[src/rtl/lfsr_prng_multi.sv]
// Parametrised Fibonacci LFSR stimulus source: multi-shift advance, runtime reseed
// with zero-seed protection, discard warmup, valid/ready output and period-wrap pulse.
module lfsr_prng_multi #(
    parameter int               WIDTH     = 8,
    parameter logic [WIDTH-1:0] TAPS      = 8'hB8,
    parameter logic [WIDTH-1:0] INIT_SEED = 8'hAB,
    parameter int               STEPS     = 1,
    parameter int               WARMUP    = 0
) (
    input  logic             clk,
    input  logic             rst,
    input  logic             en,
    input  logic             seed_load,
    input  logic [WIDTH-1:0] seed_in,
    input  logic             out_ready,
    output logic             out_valid,
    output logic [WIDTH-1:0] random,
    output logic             wrap,
    output logic             seed_fixed
);

    typedef enum logic {WARM, RUN} fsm_t;

    localparam fsm_t       START     = (WARMUP > 0) ? WARM : RUN;
    localparam logic [7:0] WARM_LAST = 8'((WARMUP > 0) ? WARMUP - 1 : 0);

    fsm_t             fsm, fsm_d;
    logic [7:0]       warm_cnt, warm_d;
    logic [WIDTH-1:0] state, state_d, seed_q, seed_d, next_state;
    logic             adv, wrap_q, wrap_d, fixed_q, fixed_d;

    // STEPS single shifts unrolled into one combinational advance
    function automatic logic [WIDTH-1:0] advance(input logic [WIDTH-1:0] s);
        logic [WIDTH-1:0] t;
        t = s;
        for (int i = 0; i < STEPS; i++) begin
            t = {t[WIDTH-2:0], ^(t & TAPS)};
        end
        return t;
    endfunction

    assign next_state = advance(state);

    always_comb begin
        fsm_d   = fsm;
        warm_d  = warm_cnt;
        state_d = state;
        seed_d  = seed_q;
        fixed_d = 1'b0;
        adv     = 1'b0;
        if (en) begin
            if (seed_load) begin
                // A load wins over a same-edge transfer: the consumer keeps the old word,
                // the advance is dropped.
                state_d = (seed_in == '0) ? INIT_SEED : seed_in;
                seed_d  = state_d;
                fixed_d = (seed_in == '0);
                warm_d  = 8'd0;
                fsm_d   = START;
            end else begin
                case (fsm)
                    WARM: begin
                        adv    = 1'b1;
                        warm_d = warm_cnt + 8'd1;
                        if (warm_cnt == WARM_LAST) fsm_d = RUN;
                    end
                    RUN:     adv = out_ready;
                    default: adv = 1'b0;
                endcase
                if (adv) state_d = next_state;
            end
        end
        wrap_d = adv && (next_state == seed_q);
    end

    always_ff @(posedge clk) begin
        if (rst) begin
            fsm      <= START;
            warm_cnt <= 8'd0;
            state    <= INIT_SEED;
            seed_q   <= INIT_SEED;
            wrap_q   <= 1'b0;
            fixed_q  <= 1'b0;
        end else begin
            fsm      <= fsm_d;
            warm_cnt <= warm_d;
            state    <= state_d;
            seed_q   <= seed_d;
            wrap_q   <= wrap_d;
            fixed_q  <= fixed_d;
        end
    end

    assign out_valid  = (fsm == RUN) && en && !rst;
    assign random     = state;
    assign wrap       = wrap_q && en;
    assign seed_fixed = fixed_q && en;

endmodule

[config.mk]
export PLATFORM = sky130hd
export DESIGN_NAME = lfsr_prng_multi
export DESIGN_NICKNAME = d
export VERILOG_FILES = /design/src/rtl/lfsr_prng_multi.sv
export SDC_FILE = /design/constraint.sdc
export NUM_CORES = 1
export LEC_CHECK = 0
export ABC_AREA = 1
export CAP_MARGIN = 20
export CORE_ASPECT_RATIO = 1.25
export CORE_UTILIZATION = 52
export CTS_CLUSTER_DIAMETER = 120
export CTS_CLUSTER_SIZE = 14
export DETAILED_ROUTE_END_ITERATION = 12
export MAX_ROUTING_LAYER = met4
export PLACE_DENSITY = 0.88
export SLEW_MARGIN = 25
export SYNTH_ARGS = -nofsm -noshare
export SYNTH_HDL_FRONTEND = slang
export SYNTH_SLANG_ARGS = --single-unit
[constraint.sdc]
create_clock -name clk -period 1.3 [get_ports clk]
set_clock_uncertainty 0.05 [all_clocks]
set_input_delay 0.26 -clock clk [delete_from_list [all_inputs] [get_ports clk]]
set_output_delay 0.26 -clock clk [all_outputs]
set_load 0.01 [all_outputs]
==> reports/qor.yml <==
outcome:
  status: "finished, final reports clean"
worst_setup_path:
  criticalPathCategory: "register to output port"
  critPathMaxFanout: 2
  slowest_delay_ps: 350
  end_kind: "output port"
  worstPathRequired_ps: 990
  path_cells: "dlygate4sd2_1"
  startpoint_type: "register"
  critPathArrivalTime_ps: 960
  worst-path-buf-inv: 1
  critPathTopFamily: "flip-flops"
  critPathSlowestCell: "dfxtp_2"
timing:
  setup_slack_ps: 33.08
  setup_viol: 0
  fmax_mhz: 789.3
  min_period_ps: 1267
  fin_crit_sh_pct: 97.46
  worst_slew_pin_slew_ps: 261.2
  hold_violations: 0
  slew_viol_final: 0
  rsz0062_at_grt: "true"
  max-slew-margin-rel_pct: 82.56
  tns_ps: 0
global_routing:
  grtUsageTotal_pct: 26.36
  grt_pass1_wl_um: 5906
  antenna_found_initial: 0
  first_global_vias: 1502
  grt_max_degree: 16
  globalRouteOverflowTotal: 0
finish:
  multi_input_area_um2: 828.3
  layout-drive-gt1-share_pct: 30.51
  final_nets: 288
  syn_to_final_growth_pct: 42.86
  antenna_cells: 0
  regArea_um2: 549.3
  nFillCells: 181
  finalNonFillerCells: 306
  final_util_pct: 78.43
synthesis:
  synth-adder-area-share_pct: 1.701
  async_reset_ff_share_pct: 0
  synthXorXnorAreaFrac_pct: 1.786
  syn_nets: 224
  synth_mux_area_share_pct: 0
  yosysUniqueCellTypes: 28
  synth-compound-area-share_pct: 15.39
  seq_area_frac_synth_pct: 36.73
  synth_edf_count: 0
  ys_top_cells_by_area: "dfxtp_1 37%, nand2_1 12%, inv_1 7.7%, nor2_1 6.6%, o21ai_0 5.8%"
  synth_top_family_by_area: "simple AND/OR/NAND/NOR gates"
  synthSimpleGateAreaFrac_pct: 33.59
  syn_avg_cell_area_um2: 7.040
  netlist_instances: 209
  synth_top_area_cell: "dfxtp_1"
  yosys_warnings: 0
  synth.top_cell.area_share_pct: 36.73
  synth-seq-cells: 27
  ys.flop_type: "dfxtp_1"
  netlist_area_um2: 1471
cts:
  cts_tree: "built"
  cts-root-buf: "clkbuf_4"
  clk_pin_slew_ps: 150
  clk_latency_ps: 330
  clk_path_buf_depth: 2
  htreeDepth: 1
  cts.sinks: 27
  cts_buffers: 3
  holdBufCountCts: 0
floorplanning:
  ios: 24
  die-width_um: 49.58
  rows: 21
  die_height_um: 61.48
  initial_core_util_pct: 54.90
  die-area_um2: 3048
  core_area_um2: 2680
min_path:
  hp-class: "input port to register"
route:
  drc_errors: 0
  routed_wl_um: 3996
  num_vias: 1626
  viasPerCell: 5.314
  dr.pass1.iters: 4
  ant_nets: 0
  wl_per_cell_um: 13.06
  drt_iter0_drc: 91
pwr:
  power_w: 0.001735
  p_per_area_nw_per_um2: 825.4
  power_leakage_nw: 1.037
  peakVddDrop_v: 0.0007442
placement:
  io_buffers: 23
  place.gp.congestion: 0.8619
  dp_hpwl_um: 2761
  pre_cts_slack_ps: -542.4
  dpl.cell_count: 298
flow_run:
  drv_cap: 0
cell usage in the layout (no fill, tap or decap), drive strengths merged:
| master | instances |
|---|---|
| ha | 2 |
| xnor2 | 1 |
| xor2 | 2 |
| o21bai | 1 |
| nor3 | 2 |
| o211ai | 2 |
| dlygate4sd2 | 8 |
| clkdlybuf4s15 | 2 |
| inv | 33 |
| o22ai | 2 |
| nand3 | 17 |
| clkdlybuf4s50 | 7 |
| clkbuf | 3 |
| a31oi | 2 |
| dlymetal6s2s | 3 |
| a21oi | 12 |
| buf | 41 |
| nand2 | 52 |
| dfxtp | 27 |
| nor2 | 28 |
| o22a | 1 |
| clkinv | 3 |
| a211oi | 1 |
| o21ai | 19 |
| nand3b | 1 |
worst paths after layout:
kind | from | depth (start not counted) | slack [ps] | to
setup / recovery | random[5]$_SDFFE_PP1P_ | 1 | 30 | random[5]
hold / removal | seed_in[4] | 4 | 290 | seed_q[4]$_SDFFE_PP0P_
hold reg to reg | seed_q[5]$_SDFFE_PP1P_ | 2 | 430 | seed_q[5]$_SDFFE_PP1P_
setup reg to reg | fsm$_SDFFE_PP1P_ | 7 | 40 | random[5]$_SDFFE_PP1P_
where the power goes:
group / internal, W / switching, W
combinational: 0.000222 / 0.000253
clock: 0.000116 / 0.000260
sequential: 0.000866 / 0.0000184
total: 0.00120 / 0.000531
layout make-up:
type                            instances  area share (%)
Multi-Input combinational cell        145           39.40
Sequential cell                        27           26.13
Timing Repair Buffer                   61           24.40
Inverter                               34           6.488
Tap cell                               34           2.024
Clock buffer                            3           1.071
Clock inverter                          1          0.2381
Timing Repair inverter                  1          0.2381
cells by family after synthesis:
group	Yosys count
AOI/OAI and AO/OA	40
xor gates and xnor gates	3
adders and majority gates	2
buffers and inverters	37
DFF	27
and+or+nand+nor	100
cell usage after synthesis, types with 3 or more instances:
library cell	number
o21ai_0	17
inv_1	30
a21oi_1	12
nand2_1	47
nor2_1	26
dfxtp_1	27
nand2_4	4
nand3_1	14
inv_2	3
registers in the layout (all words and copies together), names as in the netlist:
name	cells
fixed_q	1
warm_cnt	8
random	8
seed_q	8
wrap_q	1
fsm	1
layer usage:
layer / share of wire [%] / GRT usage, %
met1: 39 / 25.75
met2: 50 / 50.00
met3: 5.6 / 2.963
met4: 4.6 / 16.73
met5: 0 / -
timing repair:
item	in CTS	in global routing
setup buffers	0	3
gates cloned	0	1
endpoints found under the setup margin	23	24
resized for setup	23	38
pin swaps	1	7
stage by stage:
| step | area [um2] | hold slack [ps] |
|---|---|---|
| 2_1_floorplan | 1471 | 279.1 |
| 3_3_place_gp | 1977 | 405.2 |
| 3_5_place_dp | 1977 | 412.0 |
| 4_1_cts | 1992 | 292.9 |
| 5_1_grt | 2102 | 315.6 |
| 6_report | 2102 | 294.5 |
No activity file was read; power rests on OpenSTA's default activity.
